[config.mk]
export PLATFORM = sky130hd
export DESIGN_NAME = data_mem_responder_flat
export DESIGN_NICKNAME = d
export VERILOG_FILES = /design/src/rtl/data_mem_responder_if.sv /design/src/rtl/data_mem_responder.sv /design/src/flat_wrapper.sv
export SDC_FILE = /design/constraint.sdc
export NUM_CORES = 2
export LEC_CHECK = 0
export ABC_AREA = 0
export ABC_CLOCK_PERIOD_IN_PS = 6360
export BUFFER_PORTS_ARGS = -buffer_cell sky130_fd_sc_hd__buf_4
export CAP_MARGIN = 20
export CORE_MARGIN = 3
export CORE_UTILIZATION = 55
export CTS_CLUSTER_SIZE = 40
export DETAILED_ROUTE_END_ITERATION = 6
export PLACE_DENSITY = 0.71
export SLEW_MARGIN = 20
export SYNTH_ARGS = -nofsm -noshare
export SYNTH_HDL_FRONTEND = slang
export SYNTH_SLANG_ARGS = --single-unit
[constraint.sdc]
create_clock -name clk -period 6.36 [get_ports clk]
set_input_delay 0.636 -clock clk [delete_from_list [all_inputs] [get_ports clk]]
set_output_delay 0.636 -clock clk [all_outputs]
set_load 0.02 [all_outputs]
[src/rtl/data_mem_responder_if.sv]
// MEM-stage request/response bundle between the pipeline (master) and the
// data-memory responder (slave).
interface data_mem_responder_if #(
  parameter int DATA_WIDTH = 16
);
  logic                  mem_read;
  logic                  mem_write;
  logic [15:0]           address;
  logic [DATA_WIDTH-1:0] write_data;
  logic [DATA_WIDTH-1:0] read_data;
  logic                  read_valid;
  logic                  mem_stall;
  logic                  proto_err;
  logic [15:0]           rd_count;
  logic [15:0]           wr_count;

  modport master (
    output mem_read, mem_write, address, write_data,
    input  read_data, read_valid, mem_stall, proto_err, rd_count, wr_count
  );

  modport slave (
    input  mem_read, mem_write, address, write_data,
    output read_data, read_valid, mem_stall, proto_err, rd_count, wr_count
  );
endinterface

[src/rtl/data_mem_responder.sv]
// Fixed-latency word-array responder for MEM-stage loads/stores; stalls the
// pipeline for LATENCY cycles per access and reports completion counts.
module data_mem_responder #(
  parameter int DATA_WIDTH = 16,
  parameter int ADDR_WIDTH = 8,
  parameter int LATENCY    = 2
) (
  input logic               clk,
  input logic               reset_n,
  data_mem_responder_if.slave bus
);

  localparam int         DEPTH    = 2 ** ADDR_WIDTH;
  localparam logic [3:0] CNT_INIT = 4'(LATENCY - 1);

  typedef enum logic [1:0] {IDLE, BUSY, DONE} state_t;

  state_t                  state_q, state_d;
  logic [3:0]              cnt_q, cnt_d;
  logic                    op_wr_q, op_wr_d;
  logic [ADDR_WIDTH-1:0]   addr_q, addr_d;
  logic [DATA_WIDTH-1:0]   wdata_q, wdata_d;
  logic [DATA_WIDTH-1:0]   read_data_q, read_data_d;
  logic                    proto_err_q, proto_err_d;
  logic [15:0]             rd_count_q, rd_count_d;
  logic [15:0]             wr_count_q, wr_count_d;
  logic [DATA_WIDTH-1:0]   mem_q [DEPTH];

  logic                    req;
  logic                    stall;
  logic                    acc_fire;
  logic                    acc_wr;
  logic [ADDR_WIDTH-1:0]   acc_addr;
  logic [DATA_WIDTH-1:0]   acc_data;
  logic                    mem_we;

  if (ADDR_WIDTH < 16) begin : g_addr_hi
    logic unused_addr_hi;
    assign unused_addr_hi = ^bus.address[15:ADDR_WIDTH];
  end

  // The array access happens on the edge entering DONE; with LATENCY=1 that
  // edge leaves IDLE directly, so the live request is used instead of the latch.
  always_comb begin
    req         = bus.mem_read | bus.mem_write;
    state_d     = state_q;
    cnt_d       = cnt_q;
    op_wr_d     = op_wr_q;
    addr_d      = addr_q;
    wdata_d     = wdata_q;
    read_data_d = read_data_q;
    proto_err_d = proto_err_q;
    rd_count_d  = rd_count_q;
    wr_count_d  = wr_count_q;
    stall       = 1'b0;
    acc_fire    = 1'b0;
    acc_wr      = op_wr_q;
    acc_addr    = addr_q;
    acc_data    = wdata_q;

    case (state_q)
      IDLE: begin
        if (req) begin
          stall   = 1'b1;
          op_wr_d = bus.mem_write;
          addr_d  = bus.address[ADDR_WIDTH-1:0];
          wdata_d = bus.write_data;
          cnt_d   = CNT_INIT;
          if (bus.mem_read && bus.mem_write) proto_err_d = 1'b1;
          if (LATENCY == 1) begin
            state_d  = DONE;
            acc_fire = 1'b1;
            acc_wr   = bus.mem_write;
            acc_addr = bus.address[ADDR_WIDTH-1:0];
            acc_data = bus.write_data;
          end else begin
            state_d = BUSY;
          end
        end
      end
      BUSY: begin
        stall = 1'b1;
        cnt_d = cnt_q - 4'd1;
        if (cnt_q == 4'd1) begin
          state_d  = DONE;
          acc_fire = 1'b1;
        end
      end
      DONE: begin
        if (op_wr_q) begin
          if (wr_count_q != '1) wr_count_d = wr_count_q + 16'd1;
        end else begin
          if (rd_count_q != '1) rd_count_d = rd_count_q + 16'd1;
        end
        state_d = IDLE;
      end
      default: state_d = IDLE;
    endcase

    if (acc_fire && !acc_wr) read_data_d = mem_q[acc_addr];
  end

  always_ff @(posedge clk or negedge reset_n) begin
    if (!reset_n) begin
      state_q     <= IDLE;
      cnt_q       <= '0;
      op_wr_q     <= 1'b0;
      addr_q      <= '0;
      wdata_q     <= '0;
      read_data_q <= '0;
      proto_err_q <= 1'b0;
      rd_count_q  <= '0;
      wr_count_q  <= '0;
    end else begin
      state_q     <= state_d;
      cnt_q       <= cnt_d;
      op_wr_q     <= op_wr_d;
      addr_q      <= addr_d;
      wdata_q     <= wdata_d;
      read_data_q <= read_data_d;
      proto_err_q <= proto_err_d;
      rd_count_q  <= rd_count_d;
      wr_count_q  <= wr_count_d;
    end
  end

  // Array is deliberately not reset; the reset_n gate drops a store in flight.
  assign mem_we = acc_fire & acc_wr & reset_n;

  always_ff @(posedge clk) begin
    if (mem_we) mem_q[acc_addr] <= acc_data;
  end

  assign bus.mem_stall  = stall & reset_n;
  assign bus.read_valid = (state_q == DONE) & ~op_wr_q;
  assign bus.read_data  = read_data_q;
  assign bus.proto_err  = proto_err_q;
  assign bus.rd_count   = rd_count_q;
  assign bus.wr_count   = wr_count_q;

endmodule

[src/flat_wrapper.sv]
// flat-port wrapper written by rule: the top's interface ports become plain ports
module data_mem_responder_flat 
#(
  parameter int DATA_WIDTH = 16,
  parameter int ADDR_WIDTH = 8,
  parameter int LATENCY    = 2
)
  (clk, reset_n, bus_mem_read, bus_mem_write, bus_address, bus_write_data, bus_read_data, bus_read_valid, bus_mem_stall, bus_proto_err, bus_rd_count, bus_wr_count);
  data_mem_responder_if #(.DATA_WIDTH(DATA_WIDTH)) bus_i ();
  input logic clk;
  input logic reset_n;
  input wire logic [$bits(bus_i.mem_read)-1:0] bus_mem_read;
  input wire logic [$bits(bus_i.mem_write)-1:0] bus_mem_write;
  input wire logic [$bits(bus_i.address)-1:0] bus_address;
  input wire logic [$bits(bus_i.write_data)-1:0] bus_write_data;
  output wire logic [$bits(bus_i.read_data)-1:0] bus_read_data;
  output wire logic [$bits(bus_i.read_valid)-1:0] bus_read_valid;
  output wire logic [$bits(bus_i.mem_stall)-1:0] bus_mem_stall;
  output wire logic [$bits(bus_i.proto_err)-1:0] bus_proto_err;
  output wire logic [$bits(bus_i.rd_count)-1:0] bus_rd_count;
  output wire logic [$bits(bus_i.wr_count)-1:0] bus_wr_count;
  assign bus_i.mem_read = bus_mem_read;
  assign bus_i.mem_write = bus_mem_write;
  assign bus_i.address = bus_address;
  assign bus_i.write_data = bus_write_data;
  assign bus_read_data = bus_i.read_data;
  assign bus_read_valid = bus_i.read_valid;
  assign bus_mem_stall = bus_i.mem_stall;
  assign bus_proto_err = bus_i.proto_err;
  assign bus_rd_count = bus_i.rd_count;
  assign bus_wr_count = bus_i.wr_count;
  data_mem_responder #(.DATA_WIDTH(DATA_WIDTH), .ADDR_WIDTH(ADDR_WIDTH), .LATENCY(LATENCY)) u_core (.clk(clk), .reset_n(reset_n), .bus(bus_i));
endmodule
==> results.cfg <==
[status]
outcome = finished, violations left
violations = design-rule violations

[floorplanning]
dieWidth_um = 546
die_h_um = 546
die_area_um2 = 298000
start_util = 0.555
fp-row-count = 197
io_pins = 87
core-area_um2 = 289000

[clock_tree]
cts_sinks = 4176
cts-root-buf = clkbuf_16
post_cts_buffers = 0
ctsHoldBuffers = 27
insertion_delay_ns = 0.97
cts_buffer_depth = 4
cts_tree = built
cts_buffers = 407
cts.repair.resized = 0
path_clk_slew_ns = 0.07
htreeDepth = 5

[sta]
hold_viol = 0
fin_crit_sh = 0.742
fin_crit_ns = 4.72
setup_viol = 0
finalClockSkew_ns = 0.0737
fmax_mhz = 212
rsz0062_at_grt = false
slew_viol_final = 0
max_slew.worst_pin.slew_ns = 1.30
relSlewSlack = 0.122
tns_ns = 0

[power_and_ir_drop]
power.leakage_uw = 0.0575
powerDensity_nw_per_um2 = 464
ir_worst_vdd_mv = 0.424

[yosys]
synth.largest_area_cell = edfxtp_1
synth_top_area_frac = 0.766
synth_xor_area_frac = 0.00153
synthAdderAreaFrac = 0.000312
synthCells = 7343
synth_cell_types = 71
synth-simple-area-share = 0.0224
synth_top_family_by_area = multiplexers
synth-edff-count = 4096
synthArstFlopShare = 0.0192
yosys_warnings = 0
yosysSeqAreaShare = 0.779
ys.flop_type = edfxtp_1
synth_mux_area_frac = 0.159
syn_area_um2 = 161000
synth_area_leaders = edfxtp_1 77%, mux4_2 14%, mux2i_1 1.7%
synth_nets = 7383
syn_avg_cell_area_um2 = 21.9
synth_compound_area_frac = 0.0241
synth-seq-cells = 4176

[cells_and_area]
nNetsFinal = 7934
nFillCells = 18900
fin_util = 0.629
area_delta_synth_final_pct = 13.2
drive_gt1_frac = 0.272
design_area_um2 = 182000

[critical_path]
r2r_end = u_core.bus.read_data[15]
ff2ff_path_depth = 8
r2r_setup_slack_ns = 1.64
crit_type = reg -> reg
startpoint_type = flip-flop
r2r_start = u_core.acc_addr[0]
end_kind = flip-flop
cp_data_required_time_ns = 7.20
worstPathMaxFanout = 68
endpoint = u_core.bus.read_data[15]
cp-startpoint = u_core.acc_addr[0]
worstPathArrival_ns = 5.56

[run]
drv_cap = 0

[grt]
grt_start_max_net_pins = 185
antenna_found_initial = 21
grt_use_total = 0.278
grt_pass1_vias = 79500
grt_overflow = 0
grt_first_pass_wirelength_um = 594000

[route]
routedLengthMet1_um = 153000
top_layer = met5
wl_per_cell_um = 34.4
drt.antenna.violating_nets = 0
drt_wl_total_um = 417000
viasPerCell = 6.66
first_iter_violations = 11700
dr.pass1.iters = 7
vias = 80800
post-route-drc-count = 1
wl_met2_um = 193000
routed-wl-met3_um = 51600

[placement]
dpl.hpwl_um = 247000
post_dp_cell_area_um2 = 168000
portBuffers = 78
routabilityCongestion = 0.884

[worst_hold_path]
hold_path.class = in -> reg
[synthesized netlist by cell type, drive strengths merged, types with 18 or more instances]
cell type and instances:
nand3 72, xnor2 23, buf 255, o22ai 111, mux2i 267, mux2 69
clkbuf 163, a211oi 19, a21oi 72, a22oi 112, nor3 28, a32oi 40
o21ai 71, edfxtp 4096, inv 18, mux4 981, a31oi 23, nand2 262
dfrtp 80, o211ai 18, nor2 329
[power breakdown]
group	total [uW]	leakage [uW]	switching, uW	internal [uW]
clock network	24200	0.00654	10300	13900
registers	36300	0.0378	1750	34600
logic	23800	0.0131	15400	8380
total	84300	0.0575	27400	56900
[flip-flops by register name (all words and copies together) (netlist names)]
register              flops
u_core.bus.wr_count      16
u_core.state_q            2
u_core.acc_data          16
u_core.acc_wr             1
u_core.bus.rd_count      16
u_core.mem_q           4096
u_core.bus.read_data     16
u_core.bus.proto_err      1
u_core.acc_addr           8
u_core.cnt_q              4
[per-layer routing]
| layer | global-route usage | vias up |
|---|---|---|
| li1 | - | 32000 |
| met1 | 0.393 | 42700 |
| met2 | 0.416 | 5290 |
| met3 | 0.0787 | 842 |
| met4 | 0.112 | 12 |
| met5 | 0.000801 | - |
[stage by stage]
step	power [uW]	cells	hold slack [ns]	setup WS [ns]
CTS	84100	12100	0.00947	1.68
detailed placement	60200	11300	0.479	1.71
global route	86600	12100	0.0126	1.53
global placement	59600	11300	0.478	1.77
finish	84300	12100	0.0440	1.64
floorplan	51200	7343	0.340	2.38
[cell type report]
class                           count  area, um^2  area share
Multi-Input combinational cell   2729       33500       0.184
Clock buffer                      474       10600      0.0581
Timing Repair Buffer              560        4800      0.0264
Tap cell                         3880        4850      0.0267
Antenna cell                       14        35.0    0.000193
Inverter                           20        85.1    0.000468
Sequential cell                  4176      125000       0.688
Clock inverter                    277        2860      0.0157
[worst max-delay path, stage by stage (launching register included)]
cell and delay (ns):
dfrtp_4 1.00, buf_12 0.47, buf_12 0.35, mux4_2 0.55, mux4_2 0.53, a2111oi_0 0.57, buf_4 0.24, and3_1 0.43
a31oi_1 0.14
[cell usage in the layout, fill, tap and decap left out, types with 57 or more instances in the layout]
master	n
clkinv_2	79
nand3_1	71
buf_4	493
o22ai_1	111
clkbuf_16	413
o21ai_0	68
nor2_1	318
clkinv_1	112
nand2_1	254
edfxtp_1	4096
a21oi_1	72
mux2i_1	267
mux2_2	69
mux4_2	981
dfrtp_1	57
clkbuf_1	61
a22oi_1	112
[cells by family after synthesis]
| family | Yosys count |
|---|---|
| buffers and inverters | 438 |
| muxes | 1317 |
| AOI/OAI and AO/OA | 563 |
| adders and majority gates | 4 |
| DFF | 4176 |
| xor gates and xnor gates | 28 |
| and+or+nand+nor | 817 |
[worst min-delay path by stage]
stage / to / cells after the start / slack, ns / startpoint
finish: u_core.acc_addr[3] / 3 / 0.04 / bus_address[3]
global route: u_core.acc_addr[3] / 3 / 0.01 / bus_address[3]
CTS: u_core.acc_addr[3] / 3 / 0.009 / bus_address[3]
detailed placement: u_core.bus.proto_err / 1 / 0.48 / u_core.bus.proto_err
global placement: u_core.bus.wr_count[5] / 1 / 0.48 / u_core.bus.wr_count[5]
floorplan: u_core.acc_addr[0] / 0 / 0.34 / reset_n
No activity file was read; power rests on OpenSTA's default activity.
